File: src/rtl/mem_load_pkg.sv
// Shared widths, sizes and pipeline stage-entry types for the load unit.
// Optional build macro used by this block: LOAD_BYPASS_EN.
package mem_load_pkg;
    localparam int DATA_W    = 16;
    localparam int ADDR_W    = 8;
    localparam int REG_AW    = 4;
    localparam int NREG      = 1 << REG_AW;
    localparam int MEM_DEPTH = 1 << ADDR_W;

    // S1 carries the resolved address; S2 carries the word read from memory.
    typedef struct packed {
        logic              valid;
        logic [REG_AW-1:0] rd;
        logic [ADDR_W-1:0] eff;
    } s1_entry_t;

    typedef struct packed {
        logic              valid;
        logic [REG_AW-1:0] rd;
        logic [DATA_W-1:0] data;
    } s2_entry_t;
endpackage

File: src/rtl/mem_load_pipeline_if.sv
// Request, memory-write and result bundle of the load unit.
interface mem_load_pipeline_if;
    import mem_load_pkg::*;

    logic              in_valid;
    logic              in_ready;
    logic [REG_AW-1:0] rs1;
    logic [ADDR_W-1:0] off;
    logic [REG_AW-1:0] rd;
    logic              mem_we;
    logic [ADDR_W-1:0] mem_waddr;
    logic [DATA_W-1:0] mem_wdata;
    logic              out_valid;
    logic              out_ready;
    logic [DATA_W-1:0] zout;
    logic [REG_AW-1:0] zrd;

    modport master (
        output in_valid, rs1, off, rd, mem_we, mem_waddr, mem_wdata, out_ready,
        input  in_ready, out_valid, zout, zrd
    );
    modport slave (
        input  in_valid, rs1, off, rd, mem_we, mem_waddr, mem_wdata, out_ready,
        output in_ready, out_valid, zout, zrd
    );
endinterface

File: src/rtl/load_regbank.sv
// Load-destination register bank: async-reset storage, one combinational read,
// one write port; with LOAD_BYPASS_EN the read sees a same-edge write.
module load_regbank
    import mem_load_pkg::*;
(
    input  logic              clk,
    input  logic              rst,
    input  logic [REG_AW-1:0] raddr,
    output logic [DATA_W-1:0] rdata,
    input  logic              we,
    input  logic [REG_AW-1:0] waddr,
    input  logic [DATA_W-1:0] wdata
);
    logic [DATA_W-1:0] regs [NREG];

    always_ff @(posedge clk or posedge rst) begin
        if (rst) begin
            for (int i = 0; i < NREG; i++) regs[i] <= '0;
        end else if (we) begin
            regs[waddr] <= wdata;
        end
    end

`ifdef LOAD_BYPASS_EN
    assign rdata = (we && waddr == raddr) ? wdata : regs[raddr];
`else
    assign rdata = regs[raddr];
`endif
endmodule

File: src/rtl/mem_load_pipeline.sv
// 3-stage load unit: S1 resolves base+off, S2 reads memory (write-first),
// S3 writes the register bank and presents the result. Macro: LOAD_BYPASS_EN.
module mem_load_pipeline
    import mem_load_pkg::*;
(
    input logic               clk,
    input logic               rst,
    mem_load_pipeline_if.slave bus
);
    logic [DATA_W-1:0] mem [MEM_DEPTH];

    s1_entry_t         s1;
    s2_entry_t         s2;
    logic              res_valid;
    logic [DATA_W-1:0] res_data;
    logic [REG_AW-1:0] res_rd;

    logic              freeze;
    logic              hazard;
    logic              accept;
    logic              wb_en;
    logic [DATA_W-1:0] base_word;
    logic [ADDR_W-1:0] eff_next;
    logic [DATA_W-1:0] mem_rdata;
    logic              unused_base_hi;

    load_regbank u_regbank (
        .clk   (clk),
        .rst   (rst),
        .raddr (bus.rs1),
        .rdata (base_word),
        .we    (wb_en),
        .waddr (s2.rd),
        .wdata (s2.data)
    );

    assign freeze = res_valid && !bus.out_ready;

    // Without forwarding the S2 writer is still invisible to the base read.
`ifdef LOAD_BYPASS_EN
    assign hazard = bus.in_valid && s1.valid && (s1.rd == bus.rs1);
`else
    assign hazard = bus.in_valid && ((s1.valid && (s1.rd == bus.rs1)) ||
                                     (s2.valid && (s2.rd == bus.rs1)));
`endif

    assign bus.in_ready = !freeze && !hazard;
    assign accept       = bus.in_valid && bus.in_ready;
    assign wb_en        = s2.valid && !freeze;
    assign eff_next     = base_word[ADDR_W-1:0] + bus.off;
    assign unused_base_hi = ^base_word[DATA_W-1:ADDR_W];

    assign mem_rdata = (bus.mem_we && bus.mem_waddr == s1.eff) ? bus.mem_wdata
                                                               : mem[s1.eff];

    // Store-side write port: never stalled, not reset.
    always_ff @(posedge clk) begin
        if (bus.mem_we) mem[bus.mem_waddr] <= bus.mem_wdata;
    end

    always_ff @(posedge clk or posedge rst) begin
        if (rst) begin
            s1        <= '0;
            s2        <= '0;
            res_valid <= 1'b0;
            res_data  <= '0;
            res_rd    <= '0;
        end else if (!freeze) begin
            s1.valid <= accept;
            if (accept) begin
                s1.rd  <= bus.rd;
                s1.eff <= eff_next;
            end
            s2.valid  <= s1.valid;
            s2.rd     <= s1.rd;
            s2.data   <= mem_rdata;
            res_valid <= s2.valid;
            if (s2.valid) begin
                res_data <= s2.data;
                res_rd   <= s2.rd;
            end
        end
    end

    assign bus.out_valid = res_valid;
    assign bus.zout      = res_data;
    assign bus.zrd       = res_rd;
endmodule

File: src/flat_wrapper.sv
// flat-port wrapper written by rule: the top's interface ports become plain ports
module mem_load_pipeline_flat import mem_load_pkg::*;
  (clk, rst, bus_in_valid, bus_rs1, bus_off, bus_rd, bus_mem_we, bus_mem_waddr, bus_mem_wdata, bus_out_ready, bus_in_ready, bus_out_valid, bus_zout, bus_zrd);
  mem_load_pipeline_if bus_i ();
  input logic clk;
  input logic rst;
  input wire logic [$bits(bus_i.in_valid)-1:0] bus_in_valid;
  input wire logic [$bits(bus_i.rs1)-1:0] bus_rs1;
  input wire logic [$bits(bus_i.off)-1:0] bus_off;
  input wire logic [$bits(bus_i.rd)-1:0] bus_rd;
  input wire logic [$bits(bus_i.mem_we)-1:0] bus_mem_we;
  input wire logic [$bits(bus_i.mem_waddr)-1:0] bus_mem_waddr;
  input wire logic [$bits(bus_i.mem_wdata)-1:0] bus_mem_wdata;
  input wire logic [$bits(bus_i.out_ready)-1:0] bus_out_ready;
  output wire logic [$bits(bus_i.in_ready)-1:0] bus_in_ready;
  output wire logic [$bits(bus_i.out_valid)-1:0] bus_out_valid;
  output wire logic [$bits(bus_i.zout)-1:0] bus_zout;
  output wire logic [$bits(bus_i.zrd)-1:0] bus_zrd;
  assign bus_i.in_valid = bus_in_valid;
  assign bus_i.rs1 = bus_rs1;
  assign bus_i.off = bus_off;
  assign bus_i.rd = bus_rd;
  assign bus_i.mem_we = bus_mem_we;
  assign bus_i.mem_waddr = bus_mem_waddr;
  assign bus_i.mem_wdata = bus_mem_wdata;
  assign bus_i.out_ready = bus_out_ready;
  assign bus_in_ready = bus_i.in_ready;
  assign bus_out_valid = bus_i.out_valid;
  assign bus_zout = bus_i.zout;
  assign bus_zrd = bus_i.zrd;
  mem_load_pipeline u_core (.clk(clk), .rst(rst), .bus(bus_i));
endmodule
File: config.mk
export PLATFORM = sky130hd
export DESIGN_NAME = mem_load_pipeline_flat
export DESIGN_NICKNAME = d
export VERILOG_FILES = /design/src/rtl/mem_load_pkg.sv /design/src/rtl/mem_load_pipeline_if.sv /design/src/rtl/load_regbank.sv /design/src/rtl/mem_load_pipeline.sv /design/src/flat_wrapper.sv
export SDC_FILE = /design/constraint.sdc
export NUM_CORES = 2
export LEC_CHECK = 0
export CORE_MARGIN = 1.5
export CORE_UTILIZATION = 38
export CTS_BUF_LIST = sky130_fd_sc_hd__clkbuf_2 sky130_fd_sc_hd__clkbuf_4 sky130_fd_sc_hd__clkbuf_8
export DETAILED_ROUTE_END_ITERATION = 10
export GPL_TIMING_DRIVEN = 0
export PLACE_DENSITY = 0.49
export SLEW_MARGIN = 20
export SYNTH_ARGS = -nofsm -noshare
export SYNTH_HDL_FRONTEND = slang
export SYNTH_HIERARCHICAL = 1
export SYNTH_SLANG_ARGS = --single-unit
export TNS_END_PERCENT = 5
File: constraint.sdc
create_clock -name clk -period 26.8 [get_ports clk]
set_clock_uncertainty 0.1 [all_clocks]
set_input_delay 5.36 -clock clk [delete_from_list [all_inputs] [get_ports clk]]
set_output_delay 5.36 -clock clk [all_outputs]
set_load 0.01 [all_outputs]
==> run summary <==
Final hold violation count: 0. Mean number of vias per cell: 5.91. The path class of the tightest hold or removal check is flop to flop. The number of CTS-inserted buffers came out at 714.

The cell that appears most often on the critical path is sky130_fd_sc_hd__clkdlybuf4s50_1. The worst hold path depth was 1. Average cell area after synthesis: 20.6 um^2.

The most frequent standard cell in the layout excluding fill and tap cells was sky130_fd_sc_hd__edfxtp_1. In this run the tightest slew margin relative to its limit is 10.9%. The tool flagged a number of max-cap violations equal to 0. Entering global routing, the biggest net connects 108 pins. Family of cells with the greatest summed delay on the critical path: buffers and inverters. The total track usage was 26.4%. For flop-to-flop paths, the worst setup slack is 19.96 ns. The flow ran to the end, and the final reports show no timing, DRC or antenna violations.

Row generation in the floorplan step produced 242 rows. The hold-fix buffer count after cts was 0. The routed wirelength normalized by instance count was 38.7 um; the upper clock frequency limit was 78.6 MHz. In the final timing run, aggregate negative setup slack is 0 ns. With fillers left out, the area of the finished cells amounts to 193000 um^2. Once the floorplan was initialized, standard cells occupied 38.2% of the core.

The category of the most critical setup path was input pin to output port. The total of fill cells in the finished design was 37400; the total cell area at the placement stage was 179000 um^2. Walking the worst path, the cells encountered are clkdlybuf4s50_1 -> xor2_1 -> o41ai_1 -> a21oi_1 -> clkdlybuf4s50_1. The number of antenna violations at the first check in global routing was 50; the number of max-slew violations in the final report was 0. The worst setup path is launched from an input pin. The library cell contributing the largest single delay on the critical path is sky130_fd_sc_hd__clkdlybuf4s50_1. The warning count from the yosys run was 6; the final number of setup-violating endpoints was 0. The worst hold endpoint is u_core/u_regbank/regs[231]. Clock-pin slew was measured on the worst setup and hold paths at 0.05 ns. The run gives 7.24 mW as the power dissipated by switching net loads. The cell count after synthesis came out at 8064. The die covers 441000 um^2. The layout overhead on the synthesized area is 16.2%. For this block, the initial DRC count from the detailed router was 12300. The static leakage was 62.1 nW; the power density over the cells was 103 nW/um^2. The endpoint of the worst-slack reg-to-reg timing path was u_core/s2[12]. The count of buffers from port buffering is 62.

Cell internal power was estimated by the tool at 12.6 mW. Detailed placement finished with a half-perimeter wire length of 410 mm. The fraction of final layout cells sized beyond drive strength 1 is 30.8%. Clock latency on the worst-skew pair, taken at its later pin, is 1.29 ns. The number of vias after detailed routing was 90800; the post-synthesis cell area was 166000 um^2.

The via count of the first global-routing pass was 89600; the peak ir drop on the vdd network was 0.0649 mV. After layout, the worst path uses 47.5% of the clock period. The tools report the portion of total power attributed to the clock network as 28.8%. The worst path needs 12.72 ns of the cycle, external delays included. The number of detailed-route iterations in the first pass came out at 7. The worst-margin pin slew is 1.33 ns. The tools report the worst reg2reg path startpoint as u_core/s1[3].

The tools report the final wirelength as 594 mm. The top fanout value on the critical path is 6, and the routability congestion estimate is 0.940. TritonCTS built the clock tree. 67 I/O pins were placed.

In this run the clock root is driven by a sky130_fd_sc_hd__clkbuf_8. When the netlist entered floorplanning its net count stood at 8117. The first global-routing pass estimated 787 mm of wire. For the number of buffers on the longest clock path, the log shows 4. The net switching share of the total power came out at 36.5%.

In this run the most critical hold path is launched from u_core/u_regbank/regs[231]. Sequential cells burn 38.4% of the power. The y dimension of the die was 664 um.

Summed over all layers, the global routing overflow is 0. For the H-tree depth, the log shows 6. The library cells used most frequently in the layout, excluding fill and tap cells, are 4096 x sky130_fd_sc_hd__edfxtp_1, 752 x sky130_fd_sc_hd__mux4_2, 734 x sky130_fd_sc_hd__clkbuf_8. The core region is 435000 um^2. The tools report the remaining antenna violation count as 0. The DRC violation count after routing is 0, and the post-cts resize count is 0.

Per report_power, the combinational group accounts for 32.9% of the total. The logs give 9105 for the final-stage net count and 4279 for the number of clock sinks. The power after layout is 19.8 mW.

In this run the horizontal extent of the chip is 664 um. The number of buffers and inverters on the critical path is 2, and the cell count of the worst reg-to-reg path is 9. Setup repair after global routing left no endpoint under its margin.

The arrival time at the worst endpoint is 7.26 ns. The capturing element type of the critical path is an output port. Data on the critical path is required at its endpoint by 21.34 ns. After clock tree synthesis, the setup repair step added 0 buffers.

Largest incremental delay on the critical path: 0.60 ns.
## how the worst max path moves through the flow
stage | start | end | slack (ns) | cells past startpoint
6_report | bus_rs1[3] | bus_in_ready | 14.08 | 5
5_1_grt | bus_rs1[3] | bus_in_ready | 13.96 | 5
4_1_cts | bus_rs1[3] | bus_in_ready | 14.07 | 5
3_5_place_dp | bus_rs1[3] | bus_in_ready | 14.07 | 5
3_3_place_gp | bus_mem_wdata[9] | u_core/mem[64][9] | 10.22 | 1
2_1_floorplan | bus_rs1[3] | bus_in_ready | 15.35 | 3
## power by group through the flow
stage | Clock, mW | Sequential, mW | Combinational (mW)
floorplan | 0 | 7.67 | 3.24
global placement | 0 | 7.83 | 6.30
detailed placement | 0 | 7.75 | 6.41
CTS | 5.81 | 7.61 | 6.43
global route | 6.08 | 7.62 | 6.57
finish | 5.71 | 7.61 | 6.52
## sequential cells by signal (all words and copies together) (netlist names)
name	cells
u_core/u_regbank/regs	128
u_core/bus.out_valid	1
u_core/bus.zout	16
u_core/s2	21
u_core/s1	13
u_core/mem	4096
u_core/bus.zrd	4
## final cells by class
class | instances | area [um^2] | area share (%)
multi-input cells | 3262 | 37100 | 19.2
repair buffers | 272 | 4280 | 2.22
diodes | 24 | 60.1 | 0.0311
clock inverters | 245 | 1600 | 0.827
flip-flops and latches | 4279 | 128000 | 66.1
well taps | 5734 | 7170 | 3.72
clock buffers | 1019 | 12200 | 6.34
inverters | 11 | 48.8 | 0.0253
plain buffers | 512 | 2920 | 1.51
## metal layers
metal | vias up | part of all wire, % | global-route usage, %
met5 | - | 0.016 | 0
met4 | 16 | 5.2 | 12.1
met3 | 1110 | 9.5 | 6.08
met2 | 4995 | 46 | 40.9
met1 | 49000 | 39 | 35.5
li1 | 35600 | - | -
## stage by stage
stage          setup WS [ns]  hold WS (ns)  util (%)  cells
2_1_floorplan          15.35         0.359         -   8064
3_3_place_gp           10.22         0.372      40.0  13900
3_5_place_dp           14.07         0.390      41.2  14100
4_1_cts                14.07         0.403      44.4  15300
5_1_grt                13.96         0.410      44.4  15300
6_report               14.08         0.397      44.4  15400
## worst reg2reg max path, delay by kind of cell, from the launching register on
kind	cells	cell delay (ns)
AO/OA/AOI/OAI	3	1.21
buffers and inverters	6	4.60
flip-flops	1	0.78
Power figures use the tool's default switching activity.
